`src/rtl/exec_int.sv`:
```
// exec_int: single-cycle integer execute unit with an in-order result buffer.
//
// An op is accepted from the issue stage, its result is computed
// combinationally in the accept cycle, and the result is queued in a
// DEPTH-entry FIFO. The head entry is offered on the common data bus
// until the arbiter grants it.
//
// Ports:
//   clk, reset          - clock, synchronous active-high reset
//   issue_en            - issue stage offers an op this cycle
//   issue_opcode/rdtag  - operation select and destination tag
//   issue_rsdata/rtdata - operands A and B
//   issue_ready         - buffer has room (registered count only)
//   cdb_req             - a result is waiting at the head
//   cdb_data/tag        - head result payload (zero when empty)
//   cdb_branch/taken    - head branch flags (zero when empty)
//   cdb_grant           - arbiter takes the head result this cycle
//
// Handshakes: a transfer happens on a rising edge where the sender's
// valid (issue_en / cdb_req) and the receiver's ready (issue_ready /
// cdb_grant) are both high; valid with ready low is ignored and changes
// nothing, and ready never depends combinationally on the other side.
module exec_int #(
    parameter int DEPTH = 2
) (
    input  logic        clk,
    input  logic        reset,
    input  logic        issue_en,
    input  logic [2:0]  issue_opcode,
    input  logic [5:0]  issue_rdtag,
    input  logic [31:0] issue_rsdata,
    input  logic [31:0] issue_rtdata,
    output logic        issue_ready,
    output logic        cdb_req,
    output logic [31:0] cdb_data,
    output logic [5:0]  cdb_tag,
    output logic        cdb_branch,
    output logic        cdb_branch_taken,
    input  logic        cdb_grant
);

    localparam int PTR_W = $clog2(DEPTH);
    localparam int CNT_W = PTR_W + 1;
    localparam logic [CNT_W-1:0] DEPTH_C = CNT_W'(DEPTH);

    typedef struct packed {
        logic [31:0] data;
        logic [5:0]  tag;
        logic        branch;
        logic        taken;
    } entry_t;

    logic [PTR_W-1:0] rd_ptr_q, rd_ptr_d;
    logic [PTR_W-1:0] wr_ptr_q, wr_ptr_d;
    logic [CNT_W-1:0] count_q, count_d;
    entry_t           buf_q [DEPTH];
    entry_t           new_entry;
    entry_t           head;
    logic             push;
    logic             pop;

    // Result computation for the op being presented this cycle.
    always_comb begin
        new_entry        = '0;
        new_entry.tag    = issue_rdtag;
        case (issue_opcode)
            3'b000: new_entry.data = issue_rsdata + issue_rtdata;
            3'b001: new_entry.data = issue_rsdata - issue_rtdata;
            3'b010: new_entry.data = issue_rsdata & issue_rtdata;
            3'b011: new_entry.data = issue_rsdata | issue_rtdata;
            3'b100: new_entry.data = {31'd0, $signed(issue_rsdata) < $signed(issue_rtdata)};
            3'b101: begin
                new_entry.branch = 1'b1;
                new_entry.taken  = (issue_rsdata == issue_rtdata);
            end
            3'b110: begin
                new_entry.branch = 1'b1;
                new_entry.taken  = (issue_rsdata != issue_rtdata);
            end
            default: new_entry.data = issue_rsdata << issue_rtdata[4:0];
        endcase
    end

    assign issue_ready = (count_q < DEPTH_C);
    assign cdb_req     = (count_q != '0);
    assign push        = issue_en && issue_ready;
    assign pop         = cdb_req && cdb_grant;

    always_comb begin
        rd_ptr_d = rd_ptr_q;
        wr_ptr_d = wr_ptr_q;
        count_d  = count_q;
        if (push) begin
            wr_ptr_d = wr_ptr_q + PTR_W'(1);
        end
        if (pop) begin
            rd_ptr_d = rd_ptr_q + PTR_W'(1);
        end
        // Push and pop together leave the occupancy unchanged.
        case ({push, pop})
            2'b10:   count_d = count_q + CNT_W'(1);
            2'b01:   count_d = count_q - CNT_W'(1);
            default: count_d = count_q;
        endcase
    end

    always_ff @(posedge clk) begin
        if (reset) begin
            rd_ptr_q <= '0;
            wr_ptr_q <= '0;
            count_q  <= '0;
        end else begin
            rd_ptr_q <= rd_ptr_d;
            wr_ptr_q <= wr_ptr_d;
            count_q  <= count_d;
        end
    end

    // Payload storage carries no reset; occupancy alone says what is valid.
    always_ff @(posedge clk) begin
        if (push && !reset) begin
            buf_q[wr_ptr_q] <= new_entry;
        end
    end

    // Head outputs are zeroed when empty so stale payload never leaks.
    always_comb begin
        head = '0;
        if (cdb_req) begin
            head = buf_q[rd_ptr_q];
        end
    end

    assign cdb_data         = head.data;
    assign cdb_tag          = head.tag;
    assign cdb_branch       = head.branch;
    assign cdb_branch_taken = head.taken;

endmodule

```
`config.mk`:
```
export PLATFORM = sky130hd
export DESIGN_NAME = exec_int
export DESIGN_NICKNAME = d
export VERILOG_FILES = /design/src/rtl/exec_int.sv
export SDC_FILE = /design/constraint.sdc
export NUM_CORES = 1
export LEC_CHECK = 0
export BUFFER_PORTS_ARGS = -buffer_cell sky130_fd_sc_hd__clkbuf_2
export CAP_MARGIN = 20
export CORE_MARGIN = 4
export CORE_UTILIZATION = 40
export CTS_BUF_LIST = sky130_fd_sc_hd__clkbuf_16
export CTS_CLUSTER_DIAMETER = 100
export CTS_CLUSTER_SIZE = 40
export DETAILED_ROUTE_END_ITERATION = 16
export HOLD_SLACK_MARGIN = 0.06
export PLACE_DENSITY_LB_ADDON = 0.3
export SYNTH_ARGS = -nofsm -noshare
export SYNTH_HDL_FRONTEND = slang
export SYNTH_SLANG_ARGS = --single-unit
```
`constraint.sdc`:
```
create_clock -name clk -period 4.2 [get_ports clk]
set_input_delay 0.84 -clock clk [delete_from_list [all_inputs] [get_ports clk]]
set_output_delay 0.84 -clock clk [all_outputs]
set_load 0.03 [all_outputs]
```
==> results of run 1 <==
## synthesized netlist by cell type, drive strengths merged (3+ instances only)
cell | n | area, um2
nor2 | 150 | 566
ha | 108 | 1350
inv | 105 | 394
a21oi | 99 | 503
edfxtp | 80 | 2400
o21ai | 76 | 395
mux2i | 73 | 731
nand2 | 70 | 263
clkbuf | 40 | 174
buf | 30 | 213
nor3 | 24 | 120
o221ai | 24 | 216
mux4 | 21 | 473
xnor2 | 21 | 184
a221oi | 19 | 179
o21bai | 15 | 113
a31oi | 14 | 93.8
a21o | 13 | 97.6
nand3 | 13 | 65.1
nor4 | 13 | 87.6
a211oi | 11 | 82.6
nand2b | 10 | 62.6
nand4 | 10 | 62.6
xor2 | 9 | 78.8
o22ai | 8 | 50.1
o31ai | 8 | 78.8
or3 | 8 | 50.1
mux2 | 7 | 78.8
nor2b | 6 | 37.5
a2111oi | 5 | 68.8
and2 | 5 | 31.3
dfxtp | 5 | 100
o211ai | 5 | 37.5
o21a | 5 | 37.5
or2 | 5 | 31.3
a21boi | 4 | 30.0
o211a | 3 | 30.0
o21ba | 3 | 30.0
o221a | 3 | 42.5
o311ai | 3 | 26.3
or4 | 3 | 22.5
## where the power goes
group | internal [mW] | switching [mW]
Combinational | 0.724 | 1.40
Sequential | 1.06 | 0.0614
Clock | 0.395 | 0.294
Total | 2.18 | 1.76
## critical path, delay by kind of cell
| family | cells | cell delay [ns] |
|---|---|---|
| adders and majority gates | 2 | 0.63 |
| AOI/OAI and AO/OA | 7 | 1.54 |
| and+or+nand+nor | 2 | 0.82 |
| buffers and inverters | 2 | 0.22 |
## cells by family (layout without fill, tap and decap cells)
| family | count (synthesis) | count (layout) |
|---|---|---|
| adder cells (fa/ha/maj) | 110 | 110 |
| AND/OR/NAND/NOR | 323 | 323 |
| buffers and inverters | 178 | 318 |
| multiplexers | 101 | 101 |
| XOR/XNOR | 30 | 30 |
| AO/OA/AOI/OAI | 339 | 339 |
| flip-flops | 85 | 85 |
## area by class of cell
cell class | count | area (um2)
clock inverter | 7 | 42.5
inverter | 107 | 402
tap | 324 | 405
clock buffer | 9 | 225
timing repair buffer | 195 | 1180
sequential | 85 | 2500
multi-input combinational | 903 | 6720
fill | 2480 | 13000
## layer usage
metal  global-route usage  wire (um)
met4               0.0771       1080
met2                0.390      15900
met5                    0          0
met1                0.357      16000
met3               0.0443       3110
## per-stage QoR
step	cell area (um2)	worst slack, ns	hold slack, ns	util	TNS [ns]
2_1_floorplan	10000	-0.00251	0.465	-	-0.100
3_3_place_gp	11200	0.0473	0.493	0.458	0
3_5_place_dp	11200	0.00218	0.511	0.458	0
4_1_cts	11500	0.362	0.520	0.469	0
5_1_grt	11500	0.0760	0.562	0.469	0
6_report	11500	0.189	0.518	0.469	0
## worst min path at each step
stage                from    endpoint  slack [ns]  depth (start not counted)
2_1_floorplan  count_q[1]  count_q[1]        0.47                          2
3_3_place_gp     rd_ptr_q   flip-flop        0.49                          2
3_5_place_dp   count_q[1]  count_q[1]        0.51                          2
4_1_cts        count_q[1]  count_q[1]        0.52                          2
5_1_grt        count_q[1]  count_q[1]        0.56                          2
6_report       count_q[1]  count_q[1]        0.52                          2
## flip-flops by register name, indices dropped and copies added (netlist names), named ones only
register,count
buf_q,80
count_q,2
rd_ptr_q,1
wr_ptr_q,1
## placed cells by master (no fill, tap or decap), drive strengths merged, types with 14 or more instances in the layout
master,netlist,routed
nor2,150,150
clkbuf,40,127
ha,108,108
inv,105,105
a21oi,99,99
edfxtp,80,80
buf,30,77
o21ai,76,76
mux2i,73,73
nand2,70,70
nor3,24,24
o221ai,24,24
mux4,21,21
xnor2,21,21
a221oi,19,19
o21bai,15,15
a31oi,14,14
==> impl_metrics.json, run 1 <==
{
  "syn_inst": 1166,
  "path_max_fanout": 5,
  "async_flop_share": 0,
  "cts_max_level": 3,
  "final_number_of_max_transition_violations": 0,
  "first_global_vias": 9260,
  "finalCriticalPeriod_ns": 4.01,
  "final_hold_viol_count": 0,
  "power.leakage_nw": 4.97,
  "critical_path.startpoint_type": "input port",
  "detail_route.wl_per_cell_um": 22.1,
  "areaGrowthSynthToFinish_pct": 14.8,
  "grt_antenna_before_repair": 0,
  "final.setup_skew_ns": 0.00649,
  "timing.final.crit_share": 0.955,
  "drt_first_pass_iters": 6,
  "fp.dieH_um": 166,
  "synth-compound-area-share": 0.231,
  "rsz0062_at_grt": "no",
  "max-vdd-ir-drop_v": 0.000434,
  "finalWeightedCongestion": 0.996,
  "max_capacitance_violation_count": 0,
  "clock_input_transition_at_the_sequential_cells_of_the_worst_setup_and_hold_paths_ns": 0.06,
  "class_of_the_tightest_hold_or_removal_check": "reg2reg",
  "combinational_family_with_the_most_area_after_synthesis": "compound AO/OA/AOI/OAI gates",
  "grt_pass1_wl_um": 54900,
  "critPathMaxStageDelay_ns": 0.63,
  "synthesis.area_per_instance_um2": 8.57,
  "layout-drive-gt1-share": 0.209,
  "drt-total-wl_um": 36100,
  "slew-limit-headroom": 0.331,
  "drt.antenna.violating_nets": 0,
  "dieWidth_um": 166,
  "io_buffers": 118,
  "yosys.area_share.adder": 0.139,
  "ys_seq_area_frac": 0.250,
  "worstSetupEndpoint": "buf_q[1][36]",
  "reg2regPathDepth": 7,
  "synth_simple_gate_area_share": 0.145,
  "post-route-drc-count": 0,
  "cts-buffers-inserted": 9,
  "largest_net_degree_at_the_start_of_global_routing": 45,
  "rows": 57,
  "crit_path_start": "issue_rsdata[0]",
  "cp_data_required_time_ns": 4.26,
  "yosysUniqueCellTypes": 89,
  "fmaxAchievable_mhz": 249,
  "floorplan.initialDensity": 0.409,
  "clock_sink_count": 85,
  "final_cells": 1630,
  "dieArea_um2": 27600,
  "synth-edff-count": 80,
  "synth.mux.area_fraction": 0.128,
  "status": "completed",
  "num-nets-final": 1488,
  "worst-r2r-setup-slack_ns": 1.95,
  "cts_tree": "built",
  "postSynthNetCount": 1353,
  "cts.root.buffer_cell": "sky130_fd_sc_hd__clkbuf_16",
  "r2r-end": "count_q[1]",
  "antenna_cells": 0,
  "max-clock-path-buffers": 2,
  "cts_hold_buf": 0,
  "io_pins": 119,
  "setup_viol": 0,
  "synth.yosys.warnings": 0,
  "path_cells": "clkbuf_2, ha_1, inv_1, fa_1, nor2b_1, o31ai_2, a31oi_1, a41oi_1, o2111a_1, nor4b_1, o41ai_1, a211oi_1, o22ai_1",
  "ys_dominant_reg_cell": "sky130_fd_sc_hd__edfxtp_1",
  "power.density_cell_area_nw_per_um2": 343,
  "worst_r2r_startpoint": "count_q[1]",
  "path_class": "in2reg",
  "post_dr_vias_cell": 5.99,
  "synthesis.area_um2": 10000,
  "endpoint_kind": "flip-flop",
  "critical_path_arrival_ns": 4.07,
  "placeable_core_area_um2": 24500,
  "drt_iter0_drc": 1199,
  "global_route_usage_sum": 0.251,
  "worstMarginPinSlew_ns": 0.998,
  "timing.critical_path.slowest_stage_cell": "sky130_fd_sc_hd__nor4b_1",
  "buffers_inserted_during_post_cts_setup_optimization": 0,
  "ys_ff_latch": 85,
  "placed_cells_incl_taps": 1614,
  "grt_overflow_total": 0,
  "route.vias.total": 9763,
  "place.detailed.hpwl_um": 28900,
  "number_of_resized_instances_in_the_post_cts_repair_step": 0,
  "total_power_mw": 3.94,
  "clk_latency_ns": 0.33,
  "synth-xor-area-share": 0.0263
}
No activity file was read; power rests on OpenSTA's default activity.
==> inputs of run 2 (changes only) <==
--- a/config.mk
+++ b/config.mk
@@ -8,7 +8,7 @@
 export BUFFER_PORTS_ARGS = -buffer_cell sky130_fd_sc_hd__clkbuf_2
 export CAP_MARGIN = 20
 export CORE_MARGIN = 4
-export CORE_UTILIZATION = 40
+export CORE_UTILIZATION = 35
 export CTS_BUF_LIST = sky130_fd_sc_hd__clkbuf_16
 export CTS_CLUSTER_DIAMETER = 100
 export CTS_CLUSTER_SIZE = 40
==> run 2 against run 1 <==
Net effect: routed wire length up 1.7%; largest power group unchanged; die area up 14%; first-iteration DRC count up 5.8%.
==> impl_metrics.json, run 2 (synthesis gave the netlist of run 1 again) <==
{
  "drt_first_pass_iters": 8,
  "largest_registers": "buf_q x80, count_q x2",
  "detail_route.wl_per_cell_um": 22.0,
  "worst_hold_slack_ns": 0.526,
  "finalCriticalPeriod_ns": 3.85,
  "regArea_um2": 2500,
  "registers.top_by_ff_count": "buf_q",
  "final_hold_viol_count": 0,
  "global_route_usage_sum": 0.227,
  "nFillCells": 2888,
  "post-route-drc-count": 0,
  "io_buffers": 118,
  "worstMarginPinSlew_ns": 0.899,
  "dieWidth_um": 177,
  "floorplan.initialDensity": 0.357,
  "layout.cells.most_common_list": "sky130_fd_sc_hd__nor2_1, sky130_fd_sc_hd__clkbuf_2, sky130_fd_sc_hd__ha_1, sky130_fd_sc_hd__inv_1, sky130_fd_sc_hd__a21oi_1",
  "fp.dieH_um": 177,
  "dieArea_um2": 31300,
  "cp_data_required_time_ns": 4.27,
  "grt_pass1_wl_um": 55100,
  "rsz0062_at_grt": "no",
  "buffers_inserted_during_post_cts_setup_optimization": 0,
  "cts_tree": "built",
  "clock_sink_count": 85,
  "antenna_cells": 0,
  "num-nets-final": 1471,
  "path_max_fanout": 6,
  "max-vdd-ir-drop_v": 0.000213,
  "critPathMaxStageDelay_ns": 0.73,
  "class_of_the_tightest_hold_or_removal_check": "reg2reg",
  "grt_antenna_before_repair": 0,
  "io_pins": 119,
  "timing.critical_path.slowest_stage_cell": "sky130_fd_sc_hd__a211oi_1",
  "critical_path_arrival_ns": 3.92,
  "timing.final.crit_share": 0.916,
  "areaGrowthSynthToFinish_pct": 14.5,
  "route.vias.total": 9751,
  "rows": 61,
  "final_number_of_max_transition_violations": 0,
  "largest_net_degree_at_the_start_of_global_routing": 41,
  "power.density_cell_area_nw_per_um2": 349,
  "drt-total-wl_um": 36700,
  "setup_viol": 0,
  "cts_hold_buf": 0,
  "clk_latency_ns": 0.33,
  "final.setup_skew_ns": 0.00395,
  "placeable_core_area_um2": 28000,
  "power.leakage_nw": 4.90,
  "first_global_vias": 9173,
  "drt_iter0_drc": 1268,
  "grt_overflow_total": 0,
  "drt.antenna.violating_nets": 0,
  "max-clock-path-buffers": 2,
  "place.detailed.hpwl_um": 29600,
  "critical_path.startpoint_type": "input port",
  "layout_commonest_cell": "sky130_fd_sc_hd__nor2_1",
  "status": "completed",
  "total_power_mw": 3.99,
  "path_class": "in2reg",
  "cts-buffers-inserted": 9,
  "cts_max_level": 3,
  "slew-limit-headroom": 0.397,
  "clock_input_transition_at_the_sequential_cells_of_the_worst_setup_and_hold_paths_ns": 0.06,
  "number_of_resized_instances_in_the_post_cts_repair_step": 0,
  "finalWeightedCongestion": 0.995,
  "multi_input_comb_area_um2": 6720,
  "path_cells": "clkbuf_2, clkinv_1, ha_1, nor2_1, a221oi_1, nor4b_2, o22ai_1, nor4_1, a211oi_1, o311ai_1, nor3_1, o21ai_1",
  "cts.root.buffer_cell": "sky130_fd_sc_hd__clkbuf_16",
  "max_capacitance_violation_count": 0,
  "final_core_util": 0.409,
  "largest_register_ff_count": 80,
  "fmaxAchievable_mhz": 260,
  "endpoint_kind": "flip-flop",
  "layout-drive-gt1-share": 0.200,
  "post_dr_vias_cell": 5.85
}
run 2: cell count changes in the layout (fill, tap and decap cells not counted), sizes merged:
cell and delta:
clkinv -4, clkinvlp +2, inv +1, buf -17, bufinv +1
run 2: path summary, 6_finish.rpt:
kind,startpoint,to,slack (ns),cells after the start
max,issue_rtdata[2],buf_q[0][39],0.35,12
min,count_q[1],count_q[1],0.53,2
max reg2reg,count_q[0],count_q[1],1.79,7
min reg2reg,count_q[1],count_q[1],0.53,2
run 2: layout make-up:
type | instances | area share
Clock buffer | 9 | 0.0197
Sequential cell | 85 | 0.219
Clock inverter | 7 | 0.00656
Timing Repair Buffer | 178 | 0.0920
Multi-Input combinational cell | 903 | 0.587
Inverter | 107 | 0.0351
Tap cell | 378 | 0.0413
run 2: report_power, final:
part	internal [mW]	leakage [nW]	total [mW]	switching, mW
clock	0.462	0.138	0.772	0.310
sequential	1.06	0.786	1.09	0.0307
combinational	0.700	3.97	2.13	1.43
total	2.22	4.90	3.99	1.77
run 2: metrics by stage:
stage	cell area, um2	std cells	setup TNS [ns]	setup slack, ns
2_1_floorplan	10000	1166	-0.100	-0.00251
3_3_place_gp	11100	1651	0	0.162
3_5_place_dp	11100	1651	0	0.114
4_1_cts	11400	1667	0	0.446
5_1_grt	11400	1667	0	0.102
6_report	11400	1667	0	0.352
run 2: per-layer routing:
| metal | share of wire | track usage | up-vias |
|---|---|---|---|
| li1 | - | - | 4507 |
| met1 | 0.45 | 0.326 | 4632 |
| met2 | 0.44 | 0.353 | 543 |
| met3 | 0.083 | 0.0350 | 69 |
| met4 | 0.032 | 0.0690 | 0 |
| met5 | 0 | 0 | - |
run 2: worst max-delay path: cells and delay by family:
kind,cells,cell delay (ns)
compound gates,5,1.89
fa+ha+maj,1,0.41
buf+inv,2,0.19
simple gates,4,0.58
